[src/rtl/avalon_fp_job_master.sv]
// Avalon-MM master that runs one floating-point multiply job at a time:
// writes A, B and start, waits, reads result and status, then hands back.
module avalon_fp_job_master #(
    parameter int SETTLE_CYCLES = 2,
    parameter int TIMEOUT       = 255
) (
    input  logic        clk,
    input  logic        reset,
    input  logic        job_valid,
    output logic        job_ready,
    input  logic [31:0] job_a,
    input  logic [31:0] job_b,
    output logic        res_valid,
    input  logic        res_ready,
    output logic [31:0] res_data,
    output logic [3:0]  res_flags,
    output logic        res_timeout,
    output logic [2:0]  avm_address,
    output logic        avm_read,
    output logic        avm_write,
    output logic [31:0] avm_writedata,
    input  logic [31:0] avm_readdata,
    input  logic        avm_waitrequest
);

    localparam int TW = ($clog2(TIMEOUT + 1) > 8) ? $clog2(TIMEOUT + 1) : 8;
    localparam int SW = ($clog2(SETTLE_CYCLES + 1) > 1) ?
                        $clog2(SETTLE_CYCLES + 1) : 1;
    localparam logic [TW-1:0] T_LAST = TW'(TIMEOUT - 1);
    localparam logic [SW-1:0] S_LAST =
        SW'((SETTLE_CYCLES > 0) ? SETTLE_CYCLES - 1 : 0);

    typedef enum logic [3:0] {
        IDLE, WR_A, WR_B, WR_GO, SETTLE,
        RD_RES, CAP_RES, RD_ST, CAP_ST, OUT
    } state_t;

    state_t        state;
    logic [31:0]   b_q;
    logic [TW-1:0] tcnt;
    logic [SW-1:0] scnt;
    logic          stall;
    logic          accept;
    logic          expire;

    // Transfer status of the strobe currently on the bus.
    always_comb begin
        stall  = (avm_read | avm_write) & avm_waitrequest;
        accept = (avm_read | avm_write) & ~avm_waitrequest;
        expire = stall && (tcnt == T_LAST);
    end

    // Job sequencer with registered bus and result outputs.
    always_ff @(posedge clk) begin
        if (!reset) begin
            state         <= IDLE;
            b_q           <= '0;
            tcnt          <= '0;
            scnt          <= '0;
            job_ready     <= 1'b1;
            res_valid     <= 1'b0;
            res_data      <= '0;
            res_flags     <= '0;
            res_timeout   <= 1'b0;
            avm_address   <= '0;
            avm_read      <= 1'b0;
            avm_write     <= 1'b0;
            avm_writedata <= '0;
        end else begin
            if (stall) tcnt <= tcnt + 1'b1;
            else       tcnt <= '0;

            unique case (state)
                IDLE: begin
                    if (job_valid) begin
                        b_q           <= job_b;
                        job_ready     <= 1'b0;
                        res_timeout   <= 1'b0;
                        avm_write     <= 1'b1;
                        avm_address   <= 3'd0;
                        avm_writedata <= job_a;
                        state         <= WR_A;
                    end
                end
                WR_A: begin
                    if (accept) begin
                        avm_address   <= 3'd1;
                        avm_writedata <= b_q;
                        state         <= WR_B;
                    end
                end
                WR_B: begin
                    if (accept) begin
                        avm_address   <= 3'd2;
                        avm_writedata <= 32'h1;
                        state         <= WR_GO;
                    end
                end
                WR_GO: begin
                    if (accept) begin
                        avm_write     <= 1'b0;
                        avm_writedata <= '0;
                        avm_address   <= 3'd0;
                        scnt          <= '0;
                        if (SETTLE_CYCLES == 0) begin
                            avm_read    <= 1'b1;
                            avm_address <= 3'd3;
                            state       <= RD_RES;
                        end else begin
                            state <= SETTLE;
                        end
                    end
                end
                SETTLE: begin
                    if (scnt == S_LAST) begin
                        avm_read    <= 1'b1;
                        avm_address <= 3'd3;
                        state       <= RD_RES;
                    end else begin
                        scnt <= scnt + 1'b1;
                    end
                end
                RD_RES: begin
                    if (accept) begin
                        avm_read    <= 1'b0;
                        avm_address <= 3'd0;
                        state       <= CAP_RES;
                    end
                end
                CAP_RES: begin
                    res_data    <= avm_readdata;
                    avm_read    <= 1'b1;
                    avm_address <= 3'd4;
                    state       <= RD_ST;
                end
                RD_ST: begin
                    if (accept) begin
                        avm_read    <= 1'b0;
                        avm_address <= 3'd0;
                        state       <= CAP_ST;
                    end
                end
                CAP_ST: begin
                    res_flags <= avm_readdata[3:0];
                    res_valid <= 1'b1;
                    state     <= OUT;
                end
                OUT: begin
                    if (res_ready) begin
                        res_valid <= 1'b0;
                        job_ready <= 1'b1;
                        state     <= IDLE;
                    end
                end
                default: state <= IDLE;
            endcase

            // A stalled transfer that hits the limit overrides the step above.
            if (expire) begin
                tcnt          <= '0;
                avm_read      <= 1'b0;
                avm_write     <= 1'b0;
                avm_address   <= 3'd0;
                avm_writedata <= '0;
                res_valid     <= 1'b1;
                res_timeout   <= 1'b1;
                res_data      <= '0;
                res_flags     <= '0;
                state         <= OUT;
            end
        end
    end

endmodule

[config.mk]
export PLATFORM = sky130hd
export DESIGN_NAME = avalon_fp_job_master
export DESIGN_NICKNAME = d
export VERILOG_FILES = /design/src/rtl/avalon_fp_job_master.sv
export SDC_FILE = /design/constraint.sdc
export NUM_CORES = 1
export LEC_CHECK = 0
export ABC_AREA = 1
export BUFFER_PORTS_ARGS = -buffer_cell sky130_fd_sc_hd__buf_2
export CELL_PAD_IN_SITES_DETAIL_PLACEMENT = 1
export CELL_PAD_IN_SITES_GLOBAL_PLACEMENT = 1
export CORE_ASPECT_RATIO = 1.2
export CORE_UTILIZATION = 36
export CTS_BUF_LIST = sky130_fd_sc_hd__clkbuf_2
export DETAILED_ROUTE_END_ITERATION = 6
export GPL_TIMING_DRIVEN = 0
export PLACE_DENSITY_LB_ADDON = 0.1
export SYNTH_ARGS = -nofsm -noshare
export SYNTH_HDL_FRONTEND = slang
export SYNTH_SLANG_ARGS = --single-unit
[constraint.sdc]
create_clock -name clk -period 2 [get_ports clk]
set_input_delay 0.2 -clock clk [delete_from_list [all_inputs] [get_ports clk]]
set_output_delay 0.2 -clock clk [all_outputs]
set_load 0.01 [all_outputs]
==> Word-level counts from Yosys, hierarchy flattened <==
Index checks and enable logic that the tools add are counted.
{ "op_classes": {"mux": 37, "eq_ne": 30, "n_addsub": 2, "n_bitwise": 6, "reduce_logical": 26} }
{ "ops": {"columns": ["cell", "n"], "rows": [
  ["$mux W32", 4],
  ["$pmux W32 S4", 1],
  ["$pmux W4 S10", 1],
  ["$mux W4", 9],
  ["$ne A3 B3 Y1 const B", 8],
  ["$ne A2 B2 Y1 const B", 9],
  ["$pmux W3 S6", 1],
  ["$eq A4 B3 Y1 const B", 4],
  ["$reduce_and A8 Y1", 2],
  ["$mux W3", 5],
  ["$reduce_and A3 Y1", 4],
  ["$reduce_bool A2 Y1", 5],
  ["$mux W1", 9],
  ["$add A8 B1 Y8 const B", 1],
  ["$eq A4 B2 Y1 const B", 2],
  ["$eq A4 B4 Y1 const B", 2],
  ["$eq A8 B8 Y1 const B", 1],
  ["$pmux W1 S2", 3],
  ["$reduce_and A2 Y1", 3],
  ["$reduce_and A6 Y1", 1],
  ["$reduce_bool A3 Y1", 2],
  ["$reduce_bool A6 Y1", 1],
  ["$reduce_or A3 Y1", 2],
  ["$reduce_and A5 Y1", 1],
  ["14 further kinds", 20]
]} }
{ "word_totals": {"inputBits": 101, "regBits": 122, "output_inout_bits": 76, "word_cells": 115} }

==> Logic depth before layout (Yosys ltp) <==
Gate-level depths: netlist of run 1.
{ "depth": {"ltp_word": 5, "ltp_mapped": 11, "ltp_nobuf": 11} }

==> Worst setup path after synthesis of run 1 <==
OpenSTA, ideal clock, no wires.
{ "synth_path": {"path_type": "register to register", "from": "register avm_write", "to": "register avm_writedata[1]", "path_slack_ps": 532, "n_path_buf": 2, "setup_time_ps": 120, "t_required_ps": 1880, "period_less_slack_ps": 1468, "stages_incl_launch_ff": 8, "arrival_time_ps": 1349, "cell_sequence": "dfxtp_1 -> nor2_1 -> nor2_1 -> nand4_1 -> nand2_1 -> buf_2 -> buf_2 -> a21oi_1"} }
{ "synth_via": {"elab_chain_len": 4, "elab_cells_between_ends": 9, "classes_between": "3 x eq/ne; 3 x bitwise; 3 x reduce/logical"} }
{ "synth_lines": {"columns": ["item", "line", "source"], "rows": [
  ["from (decl)", "20", "output logic avm_write,"],
  ["from (signal assigned)", "67", "avm_write <= 1'b0;"],
  ["from (signal assigned)", "79", "avm_write <= 1'b1;"],
  ["from (signal assigned)", "101", "avm_write <= 1'b0;"],
  ["$or A1 B1 Y1 (*)", "48, 49", null],
  ["$and A1 B1 Y1, on equally long branches", "49, 48", null],
  ["$ne A2 B2 Y1 (no line) / $logic_and A1 B1 Y1 (equally long branches)", null, null],
  ["$reduce_and A5 Y1 (no line) / $reduce_or A2 Y1 (equally long branches)", null, null],
  ["to (signal assigned)", "81", "avm_writedata <= job_a;"],
  ["to (signal assigned)", "88", "avm_writedata <= b_q;"],
  ["to (decl)", "21", "output logic [31:0] avm_writedata,"]
]} }
Mark *: on every way between the ends. The rest lies on a longest branch, timed or not.
A chain may end at the register's enable or synchronous reset.

==> Worst setup path in the final report of run 1 <==
{ "layout_path": {"from": "register state[0]", "to": "register avm_writedata[20]"} }
{ "layout_via": {"elab_chain_len": 3, "elab_cells_between_ends": 11, "classes_between": "7 x eq/ne; 1 x mux; 3 x reduce/logical"} }
{ "layout_lines": {"columns": ["item", "line", "source"], "rows": [
  ["from (decl)", "38", "state_t state;"],
  ["from (signal assigned)", "56", "state <= IDLE;"],
  ["from (signal assigned)", "82", "state <= WR_A;"],
  ["from (signal assigned)", "89", "state <= WR_B;"],
  ["$eq A4 B2 Y1 (tied with other cells)", "73", "unique case (state)"],
  ["$reduce_bool A4 Y1 (no line) / $ne A2 B2 Y1 (equally long branches)", null, null],
  ["$reduce_and A5 Y1 (no line)", null, null]
]} }
Parallel ways exist; a longest one is shown, timed or not.

==> results_dict.tcl, run 1 <==
set metrics [dict create \
    status "complete, no violations" \
    power_density_nw_per_um2 1140 \
    clkPwrFrac 0.207 \
    dp_slack_ns -0.0265 \
    leakage_nw 3.23 \
    setup_viol 0 \
    fin_setup_tns_ns 0 \
    cp-start-kind "flop" \
    fin_ws_ns 0.116 \
    routed_wl_um 19200 \
    via_per_inst 5.12 \
    p_int_mw 5.00 \
    grt_overflow 0 \
    yosysSeqAreaShare 0.484 \
    path_cells "inv_1 -> nor2_1 -> nand2_1 -> clkbuf_2 -> o21ai_1 -> nand4_1 -> a21oi_1" \
    cpMaxStageDelayCell "dfxtp_2" \
    cp_max_fo 10 \
    initial_core_util 0.366 \
    final_common_cell "buf_2" \
    antenna_left 0 \
    worst_ep_arrival_time_ns 2.52 \
    switchingPower_mw 3.45 \
    hp-class "in -> reg" \
    io_buffers 176 \
    die_w_um 110 \
    path_class "reg -> reg" \
    syn-cell-area_um2 5040 \
    hpwl_um 12900 \
    ios 177 \
    dp_cells 1023 \
    maxSlewHeadroom 0.565 \
    hold_violations 0 \
    fin_crit_ns 1.88 \
    clkSinkCount 122 \
    post-route-period-util 0.942 \
    cpPeakStageDelay_ns 0.44 \
    power_mw 8.45 \
    maxCapViolations 0 \
    ys_types 23 \
    cts-root-buf "clkbuf_2" \
    rsz0062_at_grt "true" \
    worstSkewPairLatency_ns 0.72 \
    grt_max_degree 17 \
    p_comb_frac 0.409 \
    drtIter0Drc 209 \
    clk_path_buf_depth 2 \
    placementRows 47 \
    skew_ns 0.0241 \
    stdcell_count 1157 \
    grt_pass1_vias 6291 \
    utilization 0.539 \
    switching_share 0.408 \
    place_congestion 0.808 \
    fmax_mhz 531 \
    hold_slack_ns 0.144 \
    ys.warnings.count 0 \
    drv_slew 0 \
    final_cell_mix "buf_2, dfxtp_1, a21oi_1" \
    drc 0 \
    dpl_cell_area_um2 6140 \
    hold_depth 6 \
    core_region_area_um2 13800 \
    ys_ff_latch 122 \
    reg2regPathDepth 7 \
    seqPwrFrac 0.383 \
    die_area_um2 14500 \
    areaGrowthSynthToFinish_pct 47.3 \
    synthCells 676 \
    nNetsFinal 1076 \
    stdcell_area_um2 7420 \
    syn_avg_cell_area_um2 7.46 \
    end_kind "flop" \
    wire_per_inst_um 16.6 \
    nFillCells 1807 \
    ir_drop_uv 559 \
    path_clk_slew_ns 0.19 \
    grt_pass1_wl_um 30200 \
    vias 5927 \
    dr.pass1.iters 4 \
    drive_above_1_share 0.240 \
    die_h_um 132 \
    worst_pin_slew_ns 0.652 \
    cts_tree "yes" \
    crit_required_ns 2.64 \
    track_usage 0.272 \
    cts_buffers 17 \
    antenna_found_initial 1 \
    syn-num-nets 780 \
    cts.htree.levels 4 \
]
## kinds of logic (layout without fill, tap and decap cells)
group,after synthesis,in the layout,synth area share
AO/OA/AOI/OAI,218,218,0.218
XOR/XNOR,4,4,0.00695
adder cells (fa/ha/maj),3,3,0.00745
buffers and inverters,103,412,0.0817
flip-flops,122,122,0.484
other,0,1,0
AND/OR/NAND/NOR,226,226,0.202
## metal layers
| layer | track usage | share of wire |
|---|---|---|
| met3 | 0.0595 | 0.052 |
| met2 | 0.474 | 0.51 |
| met5 | 0 | 0 |
| met4 | 0.112 | 0.029 |
| met1 | 0.315 | 0.41 |
## Yosys cell counts (all sizes together)
library cell / count / area, um2
nor2: 37 / 146
ha: 3 / 37.5
buf: 14 / 77.6
o21ai: 106 / 531
a21oi: 109 / 546
xnor2: 2 / 17.5
nand3b: 1 / 7.51
nand2: 106 / 403
clkbuf: 35 / 131
a211oi: 1 / 7.51
or2: 2 / 12.5
dfxtp: 122 / 2440
nand3: 47 / 240
nand4: 33 / 206
o211ai: 2 / 15.0
xor2: 2 / 17.5
inv: 54 / 203
## layout make-up
| class | count | area [um2] | area share |
|---|---|---|---|
| buffer | 49 | 213 | 0.0287 |
| inverter | 54 | 203 | 0.0273 |
| timing repair buffer | 277 | 1890 | 0.254 |
| multi-input combinational | 451 | 2200 | 0.297 |
| tap | 171 | 214 | 0.0288 |
| clock buffer | 21 | 105 | 0.0142 |
| antenna | 1 | 2.50 | 0.000337 |
| sequential | 122 | 2440 | 0.329 |
| clock inverter | 11 | 151 | 0.0204 |
## what timing repair did
action                                  4_1_cts  5_1_grt
setup buffers                                 0        2
resized for setup                             4        6
endpoints found under the setup margin       13       65
endpoints found under the hold margin       106        0
hold buffers                                 99        0
## final timing paths
kind,from,endpoint,slack [ns]
worst max-delay path,state[0]$_SDFFE_PN0P_,avm_writedata[20]$_SDFFE_PP0P_,0.12
worst min-delay path,job_valid,avm_writedata[10]$_SDFFE_PP0P_,0.14
worst max register to register,state[0]$_SDFFE_PN0P_,avm_writedata[20]$_SDFFE_PP0P_,0.12
worst min register to register,b_q[1]$_SDFFE_PN0P_,b_q[1]$_SDFFE_PN0P_,0.46
## power by group through the flow
stage                     clock network [mW]  logic, mW  registers (mW)
after floorplan                            0       1.93            3.40
after global placement                     0       3.12            3.26
after detailed placement                   0       3.23            3.29
after CTS                               1.78       3.40            3.23
after global routing                    1.90       3.87            3.29
final                                   1.75       3.46            3.24
## worst max-delay path, delay by kind of cell (launching register included)
| family | cells | cell delay [ns] |
|---|---|---|
| AOI/OAI and AO/OA | 2 | 0.37 |
| buffers and inverters | 2 | 0.35 |
| and+or+nand+nor | 3 | 0.63 |
| DFF | 1 | 0.44 |
## registers in the layout, summed over array words and instances, names as in the netlist
signal,flops
scnt,2
avm_read,1
res_timeout,1
res_flags,4
job_ready,1
tcnt,8
state,4
avm_write,1
b_q,32
avm_writedata,32
avm_address,3
res_valid,1
res_data,32
Note: power is estimated with default switching activity, not from simulation.
==> run 2: changes to the inputs <==
SETUP_SLACK_MARGIN = 0.2   (was default)
==> results_dict.tcl, run 2 (synthesis gave the netlist of run 1 again) <==
set metrics [dict create \
    status "complete, no violations" \
    cpPeakStageDelay_ns 0.37 \
    cts_tree "yes" \
    drc 0 \
    io_buffers 176 \
    grt_max_degree 17 \
    final_cell_mix "buf_2, dfxtp_1, a21oi_1" \
    core_region_area_um2 13800 \
    path_cells "inv_1 -> nand2_4 -> nor2_2 -> nand2_2 -> nand3_4 -> buf_4 -> nand2_1 -> a21oi_1" \
    cpMaxStageDelayCell "dfxtp_1" \
    leakage_nw 3.26 \
    placementRows 47 \
    worstSkewPairLatency_ns 0.72 \
    cts.htree.levels 4 \
    setup_viol 0 \
    stdcell_area_um2 7490 \
    drv_slew 0 \
    nNetsFinal 1075 \
    vias 5911 \
    path_clk_slew_ns 0.19 \
    routed_wl_um 19100 \
    die_w_um 110 \
    fin_crit_ns 1.74 \
    die_area_um2 14500 \
    clkSinkCount 122 \
    nFillCells 1806 \
    grt_pass1_wl_um 30300 \
    ios 177 \
    antenna_found_initial 2 \
    drtIter0Drc 218 \
    drive_above_1_share 0.259 \
    grt_pass1_vias 6334 \
    maxCapViolations 0 \
    grt_overflow 0 \
    worst_pin_slew_ns 0.535 \
    via_per_inst 5.11 \
    critical_path_buf_inv_count 2 \
    crit_required_ns 2.65 \
    dpl_cell_area_um2 6140 \
    maxSlewHeadroom 0.643 \
    cts_buffers 17 \
    path_class "reg -> reg" \
    cts-root-buf "clkbuf_2" \
    track_usage 0.273 \
    clk_path_buf_depth 2 \
    critPathTopFamily "simple AND/OR/NAND/NOR gates" \
    cp_max_fo 10 \
    reg2reg_slack_ns 0.26 \
    initial_core_util 0.366 \
    cp-start-kind "flop" \
    place_congestion 0.808 \
    die_h_um 132 \
    final_common_cell "buf_2" \
    end_kind "flop" \
    hold_slack_ns 0.166 \
    power_density_nw_per_um2 1140 \
    wire_per_inst_um 16.5 \
    skew_ns 0.0235 \
    hp-class "in -> reg" \
    fmax_mhz 574 \
    largestRegisters "avm_writedata (32), b_q (32), res_data (32)" \
    antenna_left 0 \
    hpwl_um 12900 \
    ir_drop_uv 550 \
    post-route-period-util 0.871 \
    dr.pass1.iters 4 \
    areaGrowthSynthToFinish_pct 48.6 \
    worst_ep_arrival_time_ns 2.39 \
    hold_violations 0 \
    rsz0062_at_grt "true" \
]
[run 2: cell count changes in the layout (fill, tap and decap cells not counted), moves of 3 or more]
cell and change:
clkbuf_2 +10, nor2_1 -5, clkbuf_1 -10, nor2_2 +3, nand2_1 -3, buf_2 -3
[run 2: where the power goes]
part | total, mW | internal (mW) | switching (mW)
Clock | 1.75 | 0.823 | 0.922
Combinational | 3.53 | 1.24 | 2.29
Sequential | 3.26 | 2.98 | 0.271
[run 2: per-layer routing]
layer,routed length [um],vias to the layer above,GRT usage
met5,0,-,0
met4,534,0,0.117
met3,834,44,0.0590
met2,9710,151,0.473
met1,8060,2833,0.315
li1,-,2883,-
[run 2: worst paths after layout]
check	startpoint	endpoint	depth (start not counted)
setup / recovery	state[3]$_SDFFE_PN0P_	avm_writedata[5]$_SDFFE_PP0P_	8
hold / removal	job_valid	state[0]$_SDFFE_PN0P_	8
setup reg to reg	state[3]$_SDFFE_PN0P_	avm_writedata[5]$_SDFFE_PP0P_	8
hold reg to reg	b_q[30]$_SDFFE_PN0P_	b_q[30]$_SDFFE_PN0P_	2
[run 2: what timing repair did]
item | in CTS | in global routing
endpoints found under the setup margin | 80 | 88
setup buffers | 1 | 0
hold endpoints to repair | 105 | 0
hold buffers | 99 | 0
gates resized for setup | 17 | 32
[run 2: worst reg2reg max path: stages (launching register included)]
cell and delay (ns):
dfxtp_1 0.37, inv_1 0.20, nand2_4 0.13, nor2_2 0.16
nand2_2 0.18, nand3_4 0.20, buf_4 0.20, nand2_1 0.08
a21oi_1 0.17
[run 2: cell type report]
| class | count | area (um2) | share of cell area |
|---|---|---|---|
| clock inverters | 11 | 151 | 0.0202 |
| repair buffers | 276 | 1880 | 0.251 |
| inverters | 54 | 205 | 0.0274 |
| multi-input cells | 451 | 2250 | 0.300 |
| clock buffers | 21 | 105 | 0.0140 |
| plain buffers | 49 | 233 | 0.0311 |
| diodes | 2 | 5.00 | 0.000668 |
| well taps | 171 | 214 | 0.0286 |
| flip-flops and latches | 122 | 2450 | 0.327 |
[run 2: per-stage QoR]
| step | util | setup TNS [ns] | total power, mW | cells | setup slack (ns) |
|---|---|---|---|---|---|
| global route | 0.544 | 0 | 9.15 | 1157 | 0.134 |
| detailed placement | 0.446 | -0.0334 | 6.52 | 1023 | -0.0265 |
| CTS | 0.540 | 0 | 8.46 | 1155 | 0.200 |
| global placement | 0.446 | -0.157 | 6.38 | 1023 | -0.0136 |
| finish | 0.544 | 0 | 8.53 | 1157 | 0.259 |
| floorplan | - | 0 | 5.32 | 676 | 0.532 |
